[src/rtl/hazard_scoreboard_unit_if.sv]
// ID-stage issue bus and hazard/forwarding controls shared by the scoreboard and its driver.
interface hazard_scoreboard_unit_if #(
   parameter int REG_AW     = 5,
   parameter int PIPE_DEPTH = 3,
   parameter int CNT_W      = 16
);
   localparam int FW = $clog2(PIPE_DEPTH);

   logic              id_valid;
   logic [REG_AW-1:0] id_rs;
   logic [REG_AW-1:0] id_rt;
   logic              id_uses_rt;
   logic [REG_AW-1:0] id_rd;
   logic              id_reg_write;
   logic              id_mem_read;
   logic              flush;
   logic              stall;
   logic [FW-1:0]     fwd_a;
   logic [FW-1:0]     fwd_b;
   logic              ex_valid;
   logic [CNT_W-1:0]  stall_count;
   logic [CNT_W-1:0]  flush_count;

   modport master (
      output id_valid, id_rs, id_rt, id_uses_rt, id_rd, id_reg_write, id_mem_read, flush,
      input  stall, fwd_a, fwd_b, ex_valid, stall_count, flush_count
   );

   modport slave (
      input  id_valid, id_rs, id_rt, id_uses_rt, id_rd, id_reg_write, id_mem_read, flush,
      output stall, fwd_a, fwd_b, ex_valid, stall_count, flush_count
   );
endinterface

[src/rtl/hazard_scoreboard_unit.sv]
// In-order pipeline hazard scoreboard: load-use stall, flush kill and EX operand forwarding
// from a shift register of in-flight destinations (entry 0 = EX).
module hazard_scoreboard_unit #(
   parameter int REG_AW     = 5,
   parameter int PIPE_DEPTH = 3,
   parameter int LOAD_LAT   = 1,
   parameter int BR_STAGE   = 1,
   parameter int CNT_W      = 16
) (
   input logic clk,
   input logic rst,
   hazard_scoreboard_unit_if.slave bus
);
   localparam int FW = $clog2(PIPE_DEPTH);

   if (PIPE_DEPTH < 2 || PIPE_DEPTH > 8) begin : g_bad_depth
      $error("hazard_scoreboard_unit: PIPE_DEPTH must be 2..8");
   end
   if (LOAD_LAT < 1 || LOAD_LAT > PIPE_DEPTH - 2) begin : g_bad_lat
      $error("hazard_scoreboard_unit: LOAD_LAT must be 1..PIPE_DEPTH-2");
   end
   if (BR_STAGE < 0 || BR_STAGE > PIPE_DEPTH - 1) begin : g_bad_br
      $error("hazard_scoreboard_unit: BR_STAGE must be 0..PIPE_DEPTH-1");
   end

   typedef struct packed {
      logic              valid;
      logic              wr;
      logic [REG_AW-1:0] rd;
      logic              is_load;
   } entry_t;

   entry_t [PIPE_DEPTH-1:0] ent_q, ent_d;
   logic [REG_AW-1:0]       src_a_q, src_a_d, src_b_q, src_b_d;
   logic                    use_b_q, use_b_d;
   logic [CNT_W-1:0]        stall_cnt_q, stall_cnt_d, flush_cnt_q, flush_cnt_d;

   logic [PIPE_DEPTH-1:0] live, stall_hit;
   logic [PIPE_DEPTH-1:1] rdy, ma, mb;
   logic                  stall;
   logic [FW-1:0]         fwd_a, fwd_b;

   for (genvar k = 0; k < PIPE_DEPTH; k++) begin : g_ent
      // A load at entry k still blocks the ID consumer if it won't be ready when that consumer reaches EX.
      localparam bit LD_BLK = (k < LOAD_LAT);
      assign live[k]      = ent_q[k].valid & ent_q[k].wr & (ent_q[k].rd != '0);
      assign stall_hit[k] = live[k] & ent_q[k].is_load & LD_BLK &
                            ((ent_q[k].rd == bus.id_rs) |
                             (bus.id_uses_rt & (ent_q[k].rd == bus.id_rt)));
      if (k > 0) begin : g_fwd
         localparam bit LD_RDY = (k >= LOAD_LAT + 1);
         assign rdy[k] = live[k] & (~ent_q[k].is_load | LD_RDY);
         assign ma[k]  = live[k] & (ent_q[k].rd == src_a_q);
         assign mb[k]  = live[k] & use_b_q & (ent_q[k].rd == src_b_q);
      end
   end

   assign stall = bus.id_valid & (|stall_hit) & ~bus.flush;

   // Youngest matching producer wins; if it is not yet ready nothing usable exists, so select regfile.
   always_comb begin
      fwd_a = '0;
      fwd_b = '0;
      for (int k = PIPE_DEPTH - 1; k >= 1; k--) begin
         if (ma[k]) fwd_a = rdy[k] ? FW'(k) : '0;
         if (mb[k]) fwd_b = rdy[k] ? FW'(k) : '0;
      end
      if (!ent_q[0].valid) begin
         fwd_a = '0;
         fwd_b = '0;
      end
   end

   always_comb begin
      ent_d   = '0;
      src_a_d = src_a_q;
      src_b_d = src_b_q;
      use_b_d = use_b_q;
      for (int k = 1; k < PIPE_DEPTH; k++) ent_d[k] = ent_q[k-1];
      if (bus.id_valid && !stall && !bus.flush) begin
         ent_d[0].valid   = 1'b1;
         ent_d[0].wr      = bus.id_reg_write;
         ent_d[0].rd      = bus.id_rd;
         ent_d[0].is_load = bus.id_mem_read;
         src_a_d          = bus.id_rs;
         src_b_d          = bus.id_rt;
         use_b_d          = bus.id_uses_rt;
      end
      if (bus.flush) begin
         for (int k = 0; k < PIPE_DEPTH; k++)
            if (k < BR_STAGE) ent_d[k].valid = 1'b0;
      end
      stall_cnt_d = (stall && !(&stall_cnt_q)) ? stall_cnt_q + 1'b1 : stall_cnt_q;
      flush_cnt_d = (bus.flush && !(&flush_cnt_q)) ? flush_cnt_q + 1'b1 : flush_cnt_q;
   end

   always_ff @(posedge clk or negedge rst) begin
      if (!rst) begin
         ent_q       <= '0;
         src_a_q     <= '0;
         src_b_q     <= '0;
         use_b_q     <= 1'b0;
         stall_cnt_q <= '0;
         flush_cnt_q <= '0;
      end else begin
         ent_q       <= ent_d;
         src_a_q     <= src_a_d;
         src_b_q     <= src_b_d;
         use_b_q     <= use_b_d;
         stall_cnt_q <= stall_cnt_d;
         flush_cnt_q <= flush_cnt_d;
      end
   end

   assign bus.stall       = stall;
   assign bus.fwd_a       = fwd_a;
   assign bus.fwd_b       = fwd_b;
   assign bus.ex_valid    = ent_q[0].valid;
   assign bus.stall_count = stall_cnt_q;
   assign bus.flush_count = flush_cnt_q;
endmodule

[src/flat_wrapper.sv]
// flat-port wrapper written by rule: the top's interface ports become plain ports
module hazard_scoreboard_unit_flat 
#(
   parameter int REG_AW     = 5,
   parameter int PIPE_DEPTH = 3,
   parameter int LOAD_LAT   = 1,
   parameter int BR_STAGE   = 1,
   parameter int CNT_W      = 16
)
  (clk, rst, bus_id_valid, bus_id_rs, bus_id_rt, bus_id_uses_rt, bus_id_rd, bus_id_reg_write, bus_id_mem_read, bus_flush, bus_stall, bus_fwd_a, bus_fwd_b, bus_ex_valid, bus_stall_count, bus_flush_count);
  hazard_scoreboard_unit_if #(.REG_AW(REG_AW), .PIPE_DEPTH(PIPE_DEPTH), .CNT_W(CNT_W)) bus_i ();
  input logic clk;
  input logic rst;
  input wire logic [$bits(bus_i.id_valid)-1:0] bus_id_valid;
  input wire logic [$bits(bus_i.id_rs)-1:0] bus_id_rs;
  input wire logic [$bits(bus_i.id_rt)-1:0] bus_id_rt;
  input wire logic [$bits(bus_i.id_uses_rt)-1:0] bus_id_uses_rt;
  input wire logic [$bits(bus_i.id_rd)-1:0] bus_id_rd;
  input wire logic [$bits(bus_i.id_reg_write)-1:0] bus_id_reg_write;
  input wire logic [$bits(bus_i.id_mem_read)-1:0] bus_id_mem_read;
  input wire logic [$bits(bus_i.flush)-1:0] bus_flush;
  output wire logic [$bits(bus_i.stall)-1:0] bus_stall;
  output wire logic [$bits(bus_i.fwd_a)-1:0] bus_fwd_a;
  output wire logic [$bits(bus_i.fwd_b)-1:0] bus_fwd_b;
  output wire logic [$bits(bus_i.ex_valid)-1:0] bus_ex_valid;
  output wire logic [$bits(bus_i.stall_count)-1:0] bus_stall_count;
  output wire logic [$bits(bus_i.flush_count)-1:0] bus_flush_count;
  assign bus_i.id_valid = bus_id_valid;
  assign bus_i.id_rs = bus_id_rs;
  assign bus_i.id_rt = bus_id_rt;
  assign bus_i.id_uses_rt = bus_id_uses_rt;
  assign bus_i.id_rd = bus_id_rd;
  assign bus_i.id_reg_write = bus_id_reg_write;
  assign bus_i.id_mem_read = bus_id_mem_read;
  assign bus_i.flush = bus_flush;
  assign bus_stall = bus_i.stall;
  assign bus_fwd_a = bus_i.fwd_a;
  assign bus_fwd_b = bus_i.fwd_b;
  assign bus_ex_valid = bus_i.ex_valid;
  assign bus_stall_count = bus_i.stall_count;
  assign bus_flush_count = bus_i.flush_count;
  hazard_scoreboard_unit #(.REG_AW(REG_AW), .PIPE_DEPTH(PIPE_DEPTH), .LOAD_LAT(LOAD_LAT), .BR_STAGE(BR_STAGE), .CNT_W(CNT_W)) u_core (.clk(clk), .rst(rst), .bus(bus_i));
endmodule
[config.mk]
export PLATFORM = sky130hd
export DESIGN_NAME = hazard_scoreboard_unit_flat
export DESIGN_NICKNAME = d
export VERILOG_FILES = /design/src/rtl/hazard_scoreboard_unit_if.sv /design/src/rtl/hazard_scoreboard_unit.sv /design/src/flat_wrapper.sv
export SDC_FILE = /design/constraint.sdc
export NUM_CORES = 1
export LEC_CHECK = 0
export ABC_AREA = 0
export CAP_MARGIN = 20
export CORE_ASPECT_RATIO = 1.5
export CORE_MARGIN = 4
export CORE_UTILIZATION = 55
export DETAILED_ROUTE_END_ITERATION = 12
export PLACE_DENSITY = 0.95
export SYNTH_ARGS = -nofsm -noshare
export SYNTH_HDL_FRONTEND = slang
export SYNTH_SLANG_ARGS = --single-unit
export TNS_END_PERCENT = 1
[constraint.sdc]
create_clock -name clk -period 3.7 [get_ports clk]
set_input_delay 0.74 -clock clk [delete_from_list [all_inputs] [get_ports clk]]
set_output_delay 0.74 -clock clk [all_outputs]
set_load 0.03 [all_outputs]
==> metrics.yaml <==
gp_congestion: 0.842
synth_top_area_cell: "dfrtp_1"
antennaDiodeCount: 0
crit_type: "primary input to primary output"
cts_num_sinks: 66
ir_drop_v: 0.000425
end_kind: "primary output"
dp_cells: 387
syn_inst: 259
synthesis.area_um2: 3060
core_um2: 5450
endpoint: "bus_stall"
hold_viol: 0
cp_num_buf_inv: 3
crit_cells: 6
ys_ff_latch: 66
fmax_ghz: 0.285
netlist_top_cells_count: "66 x dfrtp_1, 39 x xnor2_1, 18 x nand3_1"
critPathLaunchType: "primary input"
cpMostUsedCell: "clkdlybuf4s50_1"
ys_types: 38
setup_viol: 0
cts_tree: "built"
die_x_um: 68.9
multi_input_area_um2: 1380
post_cts_buffers: 0
syn_to_final_growth_pct: 29.7
synthesis.nets: 283
cts_inserted_buffers: 9
avgSynthCellArea_um2: 11.8
cp_top_family: "buffers and inverters"
dieArea_um2: 6850
max-cap-violations: 0
timing.final.ws_setup_ns: 0.187
post_drt_wl_per_cell_um: 17.1
cts_repair_resize_count: 0
crit_fanout: 8
leakage_uw: 0.00166
clk_latency_ns: 0.34
synth_area_leaders: "dfrtp_1 54%, xnor2_1 11%, mux2_2 5.1%, xor2_1 4.3%, nand3_1 2.9%"
ant_nets: 0
report.final.slew_viol_count: 0
drt_wl_total_um: 6910
drt_pass1_iterations: 4
tns_ns: 0
hold_path.class: "primary input to asynchronous set/reset pin"
crit_path_max_incr_delay_ns: 0.67
arrival_ns: 2.77
drc: 0
status: "finished, final reports clean"
cpMaxStageDelayCell: "clkdlybuf4s50_1"
gr-usage-all-layers_pct: 22.6
path_cells: "clkdlybuf4s50_1 -> nand2b_4 -> a211o_4 -> inv_2 -> and2_1 -> clkdlybuf4s50_1"
crit_required_ns: 2.96
num_rows: 33
seq_area_frac_synth_pct: 53.9
slew_headroom_pct: 62.8
yosysWarnings: 0
register_area_um2: 1650
overflow: 0
grt_pass1_wl_um: 11500
drtIter0Drc: 86
drive_above_1_share_pct: 12.6
dpl_worst_slack_ns: 0.189
grt_pass1_vias: 2435
r2r_end: "u_core.src_a_q[4]"
ios: 60
grt_max_degree: 53
fillCellCount: 375
reg2reg_slack_ns: 1.55
worstReg2RegStart: "u_core.ent_d[9]"
synth_edf_count: 0
clkSlewWorstSetupHoldPaths_ns: 0.07
async_reset_ff_share_pct: 100
period_share_pct: 94.9
vias: 2263
hpwl_um: 4900
die_y_um: 99.4
startpoint: "bus_flush"
powerDensity_nw_per_um2: 476
final_core_util_pct: 72.9
cts_buffer_depth: 2
final_nets: 353
io_buffers: 59
initial_core_util_pct: 56.2
cts_hold_buf: 0
htreeDepth: 3
cts_root_buf: "clkbuf_8"
synth_top_area_share_pct: 53.9
fin_cells: 403
synthFlopType: "dfrtp_1"
hold_ws_ns: 0.294
fin_skew_ns: 0.00621
rsz0062_at_grt: "no"
worstMarginPinSlew_ns: 0.557
layout_min_cycle_time_ns: 3.51
yosysMostFrequentCell: "dfrtp_1"
viasPerCell: 5.62
rr_worst_depth: 6
antenna_found_initial: 0
-- worst min-delay path by stage --
| stage | from | end | slack (ns) | depth (start not counted) |
|---|---|---|---|---|
| floorplan | u_core.ent_d[23] | u_core.ent_q[23] | 0.35 | 0 |
| global placement | u_core.ent_d[23] | u_core.ent_q[23] | 0.36 | 0 |
| detailed placement | u_core.ent_d[22] | u_core.ent_q[22] | 0.36 | 0 |
| CTS | u_core.ent_d[23] | u_core.ent_q[23] | 0.39 | 0 |
| global route | rst | u_core.src_b_q[0] | 0.29 | 1 |
| finish | rst | u_core.src_b_q[0] | 0.29 | 1 |
-- per-layer routing --
layer | vias to the layer above | routed length [µm] | track usage, % | share of wire [%]
li1 | 1063 | - | - | -
met1 | 1113 | 2660 | 27.2 | 38
met2 | 68 | 3680 | 37.0 | 53
met3 | 19 | 342 | 6.21 | 5.0
met4 | 0 | 230 | 10.4 | 3.3
met5 | - | 0 | 0 | 0
-- worst register-to-register path, stage by stage, from the launching register on --
cell and delay [ns]:
dfrtp_1 0.47, xnor2_1 0.19, nand3_1 0.15, o22ai_4 0.10, buf_4 0.21, a21oi_4 0.49
mux2_2 0.42
-- cell families after synthesis --
group,Yosys count,share of synthesized area [%]
compound gates,16,4.58
xor+xnor,54,15.4
fa+ha+maj,2,0.817
buf+inv,6,1.06
flops,66,53.9
mux,14,5.15
simple gates,101,19.0
-- where the power goes --
group          switching [µW]  internal [µW]
Sequential               91.1            786
Clock                     260            400
Combinational             183            171
-- through the flow --
stage / total power, µW / instance area (µm²)
floorplan: 1080 / 3060
global placement: 1220 / 3730
detailed placement: 1240 / 3730
CTS: 1900 / 3950
global route: 1970 / 3970
finish: 1890 / 3970
-- final cells by class --
type                       count  area share [%]
clock buffer                  14            4.85
clock inverter                 1           0.756
inverter                       3           0.283
multi-input combinational    187            34.7
sequential                    66            41.6
tap                           70            2.20
timing repair buffer          62            15.6
-- cells in the final DEF (no fill, tap or decap), types with 3 or more instances in the layout --
cell type / Yosys / layout
nand3_1: 18 / 18
clkbuf_8: 0 / 14
nand4_1: 13 / 13
mux2_2: 14 / 14
dfrtp_1: 66 / 66
nor3_1: 8 / 8
and2_1: 9 / 9
a21oi_1: 5 / 5
clkdlybuf4s50_1: 0 / 58
xnor2_1: 39 / 39
or4_1: 3 / 3
nor4_1: 6 / 6
xor2_1: 15 / 15
and3_1: 6 / 6
nand2_1: 16 / 16
nor2_1: 10 / 10
-- registers in the layout, summed over array words and instances, names as in the netlist --
register                count
u_core.ent_d               15
u_core.use_b_q              1
u_core.bus.stall_count     16
u_core.bus.ex_valid         1
u_core.bus.flush_count     16
u_core.ent_q                7
u_core.src_a_q              5
u_core.src_b_q              5
(Power assumes the default switching activity.)
